<file path="src/rtl/se_sram_arbiter_2p_pkg.sv">
// se_sram_arbiter_2p_pkg: shared state/requester enums and default widths for the 2-port SRAM arbiter
package se_sram_arbiter_2p_pkg;
    typedef enum logic {CLEAR, RUN} state_t;
    typedef enum logic {A, B} req_id_t;
    localparam int DEFAULT_ADDRESS_WIDTH = 14;
    localparam int DEFAULT_DATA_WIDTH = 32;
    localparam int DEFAULT_WE_WIDTH = DEFAULT_DATA_WIDTH / 8;
endpackage

</file>
<file path="src/rtl/se_sram_arbiter_rr2.sv">
// se_sram_arbiter_rr2: combinational 2-way round-robin grant with a registered last_winner
module se_sram_arbiter_rr2
    import se_sram_arbiter_2p_pkg::*;
(
    input  logic clk,
    input  logic reset,
    input  logic enable,
    input  logic a_req,
    input  logic b_req,
    output logic a_grant,
    output logic b_grant
);
    req_id_t last_winner;
    always_comb begin
        a_grant = enable && a_req && (!b_req || last_winner == B);
        b_grant = enable && b_req && !a_grant;
    end
    always_ff @(posedge clk) begin
        if (reset) last_winner <= B;
        else if (a_grant) last_winner <= A;
        else if (b_grant) last_winner <= B;
    end
endmodule

</file>
<file path="src/rtl/se_sram_arbiter_2p.sv">
// se_sram_arbiter_2p: two-requester SRAM arbiter; SE_SRAM_ARBITER_CLEAR_EN adds a zero-fill CLEAR phase after reset
module se_sram_arbiter_2p
    import se_sram_arbiter_2p_pkg::*;
#(
    parameter int address_width = DEFAULT_ADDRESS_WIDTH,
    parameter int data_width = DEFAULT_DATA_WIDTH,
    parameter int we_width = DEFAULT_WE_WIDTH
) (
    input  logic                     clk,
    input  logic                     reset,
    input  logic                     a_req,
    input  logic                     a_read_not_write,
    input  logic [address_width-1:0] a_address,
    input  logic [data_width-1:0]    a_write_data,
    input  logic [we_width-1:0]      a_write_enable,
    output logic                     a_ack,
    output logic                     a_read_data_valid,
    input  logic                     b_req,
    input  logic                     b_read_not_write,
    input  logic [address_width-1:0] b_address,
    input  logic [data_width-1:0]    b_write_data,
    input  logic [we_width-1:0]      b_write_enable,
    output logic                     b_ack,
    output logic                     b_read_data_valid,
    output logic [data_width-1:0]    read_data,
    output logic                     sram_select,
    output logic                     sram_read_not_write,
    output logic [address_width-1:0] sram_address,
    output logic [data_width-1:0]    sram_write_data,
    output logic [we_width-1:0]      sram_write_enable,
    input  logic [data_width-1:0]    sram_data_out,
    output logic                     busy
);
    logic run, clearing, a_grant, b_grant, a_valid_q, b_valid_q;
    logic [address_width-1:0] clear_count;
`ifdef SE_SRAM_ARBITER_CLEAR_EN
    state_t state;
    always_ff @(posedge clk) begin
        if (reset) begin
            state <= CLEAR;
            clear_count <= '0;
        end else if (state == CLEAR) begin
            clear_count <= clear_count + 1'b1;
            if (&clear_count) state <= RUN;
        end
    end
    assign run = state == RUN;
    assign busy = state == CLEAR;
`else
    assign run = 1'b1;
    assign busy = 1'b0;
    assign clear_count = '0;
`endif
    assign clearing = !reset && !run;
    se_sram_arbiter_rr2 u_rr2 (
        .clk     (clk),
        .reset   (reset),
        .enable  (run && !reset),
        .a_req   (a_req),
        .b_req   (b_req),
        .a_grant (a_grant),
        .b_grant (b_grant)
    );
    always_comb begin
        sram_select = a_grant || b_grant || clearing;
        sram_read_not_write = clearing ? 1'b0 : b_grant ? b_read_not_write : a_read_not_write;
        sram_address = clearing ? clear_count : b_grant ? b_address : a_address;
        sram_write_data = clearing ? '0 : b_grant ? b_write_data : a_write_data;
        sram_write_enable = clearing ? '1 :
                            (!(a_grant || b_grant) || sram_read_not_write) ? '0 :
                            b_grant ? b_write_enable : a_write_enable;
    end
    always_ff @(posedge clk) begin
        if (reset) begin
            a_valid_q <= 1'b0;
            b_valid_q <= 1'b0;
        end else begin
            a_valid_q <= a_grant && a_read_not_write;
            b_valid_q <= b_grant && b_read_not_write;
        end
    end
    assign a_ack = a_grant;
    assign b_ack = b_grant;
    // a reset landing in the valid cycle must still squash the pulse
    assign a_read_data_valid = a_valid_q && !reset;
    assign b_read_data_valid = b_valid_q && !reset;
    assign read_data = sram_data_out;
endmodule
</file>
<file path="config.mk">
export PLATFORM = sky130hd
export DESIGN_NAME = se_sram_arbiter_2p
export DESIGN_NICKNAME = d
export VERILOG_FILES = /design/src/rtl/se_sram_arbiter_2p_pkg.sv /design/src/rtl/se_sram_arbiter_rr2.sv /design/src/rtl/se_sram_arbiter_2p.sv
export SDC_FILE = /design/constraint.sdc
export NUM_CORES = 1
export LEC_CHECK = 0
export ABC_AREA = 1
export CORE_AREA = 2 2 87 89
export DETAILED_ROUTE_END_ITERATION = 8
export DIE_AREA = 0 0 89 91
export GPL_TIMING_DRIVEN = 0
export PLACE_DENSITY = 0.7
export SETUP_SLACK_MARGIN = 0.05
export SLEW_MARGIN = 10
export SYNTH_ARGS = -nofsm -noshare
export SYNTH_HDL_FRONTEND = slang
export SYNTH_SLANG_ARGS = --single-unit
</file>
<file path="constraint.sdc">
create_clock -name clk -period 1.8 [get_ports clk]
set_input_delay 0.36 -clock clk [delete_from_list [all_inputs] [get_ports clk]]
set_output_delay 0.36 -clock clk [all_outputs]
set_load 0.1 [all_outputs]
</file>
# Yosys cells after proc, flatten, opt, wreduce, memory -nomap -nowiden
# Cells that the tools add are included.
# word_totals
register_bits	3
elab_cells	26
out_inout_bits	89
# classes
reduce_logical	16
mux	7
# ops
operator	count
$mux 32	1
$mux 14	1
$logic_and 1x1->1	8
$mux 4	2
$logic_not 1->1	4
$logic_or 1x1->1	3
$mux 1	3
$reduce_bool 2->1	1

# Depth between registers and ports, before layout
# depth
ltp_word	9
depth_mapped	9
ltp_nobuf	8

# Cells and area by module
# Synthesis repeated with hierarchy kept, for this count alone.
# hier_totals
cells_unflattened	237
area_unflattened_um2	1141.1
# by_module_without_submodules
module	area_per_inst_um2	instances	cells_each	seq_area_each_um2
se_sram_arbiter_2p	1068.5	1	224	40.0
se_sram_arbiter_rr2	72.6	1	13	20.0

# Least setup slack after synthesis
# Ideal clock, no wire load.
# synth_path
kind	input to output
startpoint	input a_req
endpoint	output sram_write_enable[0]
t_required_ns	1.440
slack_ns	-2.198
stages	4
t_arrival_ns	3.638
cell_sequence	inv_1 -> a21oi_1 -> nand3_1 -> nor2_1
# synth_via
elab_chain_len	8
elab_cells_between_ends	10
cone_classes	mux: 3; reduce/logical: 7
# synth_rtl
element	line	source
start: declaration	se_sram_arbiter_2p.sv:11	input logic a_req,
$logic_and 1x1->1 (*) (2 in a row)	se_sram_arbiter_rr2.sv:15	a_grant = enable && a_req && (!b_req || last_winner == B);
$logic_not 1->1	se_sram_arbiter_rr2.sv:16	b_grant = enable && b_req && !a_grant;
$logic_and 1x1->1	se_sram_arbiter_rr2.sv:16	
$logic_or 1x1->1 (*)	--	
via sram_select	se_sram_arbiter_2p.sv:26	output logic sram_select,
$logic_not 1->1 (*)	se_sram_arbiter_2p.sv:70	(!(a_grant || b_grant) || sram_read_not_write) ? '0 :
$logic_or 1x1->1 (*)	se_sram_arbiter_2p.sv:70	
$mux 4 (*)	se_sram_arbiter_2p.sv:70	
end: declaration	se_sram_arbiter_2p.sv:30	output logic [we_width-1:0] sram_write_enable,
# The timed path passes the listed nets; every way through them passes the cells marked *.

# Final worst setup path
# layout_path
startpoint	register u_rr2.last_winner
endpoint	output sram_write_data[18]
# layout_via
elab_chain_len	5
# layout_rtl
element	line	source
start: declaration	se_sram_arbiter_rr2.sv:13	req_id_t last_winner;
start signal: assignment	se_sram_arbiter_rr2.sv:19	if (reset) last_winner <= B;
start signal: assignment	se_sram_arbiter_rr2.sv:20	else if (a_grant) last_winner <= A;
start signal: assignment	se_sram_arbiter_rr2.sv:21	else if (b_grant) last_winner <= B;
$logic_or 1x1->1	se_sram_arbiter_rr2.sv:15	
$logic_and 1x1->1	se_sram_arbiter_rr2.sv:15	
$logic_not 1->1	se_sram_arbiter_rr2.sv:16	
$logic_and 1x1->1	se_sram_arbiter_rr2.sv:16	
$mux 32	se_sram_arbiter_2p.sv:68	sram_write_data = clearing ? '0 : b_grant ? b_write_data : a_write_data;
end: declaration	se_sram_arbiter_2p.sv:29	output logic [data_width-1:0] sram_write_data,
# Every way passes these cells.

==> results.ini <==
[finish]
drive_gt1_share_pct=54.20
fin_area_mm2=0.004641
antenna-diode-count=0
fillers=580
syn_to_final_growth_pct=323.9
layout.nets=580
post-route-util_pct=65.02

[global_route]
grt_pass1_wl_um=10210
grt_start_max_net_pins=11
globalRoute.totalOverflow=0
grt_pass1_vias=2159
antenna_found_initial=0
grtUsageTotal_pct=15.82

[clock_network]
cts_buffers=3
ctsRootBufferMaster=clkbuf_8
clockBufferDepth=2
worstSkewPairLatency_ns=0.22
htreeDepth=1
cts_sinks=3
cts_tree=yes
clk_pin_slew_ns=0.03

[synthesis]
synth_cell_types=16
synth_nets=367
synthCells=229
yosysMostFrequentCell=nand2_1
synth_top_area_share_pct=51.43
syn_area_per_cell_um2=4.781
ys_seq_area_share_pct=5.486
synthFlopType=dfxtp_1
synthTopCellsByCount=nand2_1 (150), buf_4 (34), inv_1 (12)
yosys-top-cells-area=nand2_1 (51%), buf_4 (23%), dfxtp_1 (5.5%), inv_1 (4.1%), buf_6 (3.1%)
synthesis.area_mm2=0.001095
synth_top_cell_by_area=nand2_1
synthArstFlopShare_pct=0
synth-edff-count=0
yosysWarnings=0
synth-seq-cells=3

[timing]
max_freq_mhz=527.7
whs_ns=0.4454
relSlewSlack_pct=35.62
fin_tns_setup_ns=-1.795
slew_violations=0
rsz0062_at_grt=yes
layout_setup_ws_ns=-0.09509
skew_ns=0.003201
period_needed_ns=1.895
final-setup-viol-count=40
finalHoldViolations=0
finalCritPeriodShare_pct=105.3
worst_pin_slew_ns=0.9695

[worst_setup_path]
cp-start-kind=flip-flop
crit_path_end_kind=output port
worstSetupPathType=flip-flop to output port
path_max_fanout=5
r2r_start=u_rr2.last_winner
reg2reg_depth=6
worstPathRequired_ns=1.44
crit_end=sram_write_data[18]
rrSetupSlack_ns=0.81
cp-startpoint=u_rr2.last_winner
arrival_ns=1.54
worst_r2r_endpoint=u_rr2.last_winner

[floorplanning]
die_w_um=89
initial_core_util_pct=15.34
fp.dieH_um=91
core_mm2=0.007137
die_area_mm2=0.008099
ioPinCount=227
rows=31

[run_status]
status=finished with violations
violations=setup timing

[detailed_routing]
drtPass1Iterations=3
drc=0
vias=2155
ant_nets=0
totalWireLength_um=6912
vias_per_cell=3.991
wire_per_inst_um=12.80
drtIter0Drc=13

[pwr]
finalPower_mw=2.556
peakVddDrop_mv=0.3057
power_density_mw_per_mm2=550.9
p_leak_nw=2.159

[placement]
place_hpwl_um=5284
placed_area_mm2=0.003625
gp_congestion=0.7311
io_buffers=193

[job]
cap_viol_max_count=0

[min_path]
hold_path.class=primary input to flip-flop

==> critical path, stage by stage, from the launching register on <==
cell and delay, ns:
dfxtp_2 0.31, inv_2 0.04, nand2_2 0.05, nand2_4 0.12, nand2_8 0.08, inv_6 0.07, buf_12 0.12, buf_12 0.10
buf_12 0.12, nand2_4 0.05, nand2_4 0.06, buf_12 0.17
==> repair_timing <==
item / in CTS / in global routing
hold buffers: 0 / 0
pin swaps: 9 / 14
endpoints found under the hold margin: 0 / 0
setup endpoints to repair: 88 / 53
gates resized for setup: 582 / 48
buffers inserted: 11 / 2
gates cloned: 3 / 0
==> worst min-delay path by stage <==
stage / from / endpoint / slack (ns) / depth (start not counted)
floorplan: u_rr2.last_winner / u_rr2.last_winner / 0.43 / 2
global placement: u_rr2.last_winner / u_rr2.last_winner / 0.46 / 2
detailed placement: u_rr2.last_winner / u_rr2.last_winner / 0.47 / 2
CTS: reset / u_rr2.last_winner / 0.45 / 3
global route: reset / u_rr2.last_winner / 0.46 / 3
finish: reset / u_rr2.last_winner / 0.45 / 3
==> layer usage <==
layer | part of all wire, % | global-route usage (%) | up-vias
li1 | - | - | 1063
met1 | 28 | 14.47 | 964
met2 | 60 | 33.89 | 126
met3 | 12 | 4.182 | 2
met4 | 0.39 | 1.493 | 0
met5 | 0 | 0 | -
==> stage by stage <==
step,setup WS (ns),instances
global placement,-1.794,521
detailed placement,-1.804,521
floorplan,-0.3503,229
finish,-0.09509,540
global route,-0.1748,540
CTS,-0.1378,538
==> cells by family (layout without fill, tap and decap cells) <==
logic type,after synthesis,after routing,share of synthesized area [%]
AOI/OAI and AO/OA,2,2,0.9143
buffers and inverters,56,268,34.17
and+or+nand+nor,167,167,59.09
DFF,3,3,5.486
other,1,1,0.3425
==> state kept, by name, summed over array words and instances, names as in the netlist <==
signal	cells
a_valid_q	1
b_valid_q	1
u_rr2.last_winner	1
==> report_power, final <==
group | switching (mW) | total, mW | internal [mW]
logic | 1.43 | 2.29 | 0.855
clock network | 0.0434 | 0.194 | 0.151
registers | 0.00156 | 0.0725 | 0.0709
==> area by class of cell <==
class / instances / area (µm²) / area share [%]
Buffer: 42 / 384.1 / 8.277
Clock buffer: 4 / 45.04 / 0.9706
Inverter: 13 / 71.32 / 1.537
Multi-Input combinational cell: 170 / 1348 / 29.04
Sequential cell: 3 / 61.31 / 1.321
Tap cell: 99 / 123.9 / 2.669
Timing Repair Buffer: 209 / 2608 / 56.19
==> cells in the final DEF (no fill, tap or decap) <==
| cell | n |
|---|---|
| nand3_4 | 2 |
| nor2_2 | 2 |
| buf_4 | 44 |
| nor2_4 | 6 |
| buf_8 | 6 |
| inv_1 | 6 |
| nor2_1 | 1 |
| clkdlybuf4s15_2 | 3 |
| clkbuf_8 | 4 |
| inv_12 | 1 |
| nand2_1 | 52 |
| clkbuf_1 | 1 |
| clkbuf_4 | 2 |
| dfxtp_2 | 1 |
| buf_16 | 2 |
| nand2_4 | 45 |
| clkdlybuf4s50_1 | 102 |
| dlygate4sd2_1 | 32 |
| buf_12 | 54 |
| dfxtp_1 | 2 |
| nand2_8 | 10 |
| nand2_2 | 45 |
| bufbuf_16 | 1 |
| inv_2 | 4 |
| conb_1 | 1 |
| buf_6 | 3 |
| nand3_1 | 4 |
| a21oi_4 | 1 |
| a21oi_1 | 1 |
| inv_6 | 2 |
| buf_2 | 1 |
Power figures use the tool's default switching activity.
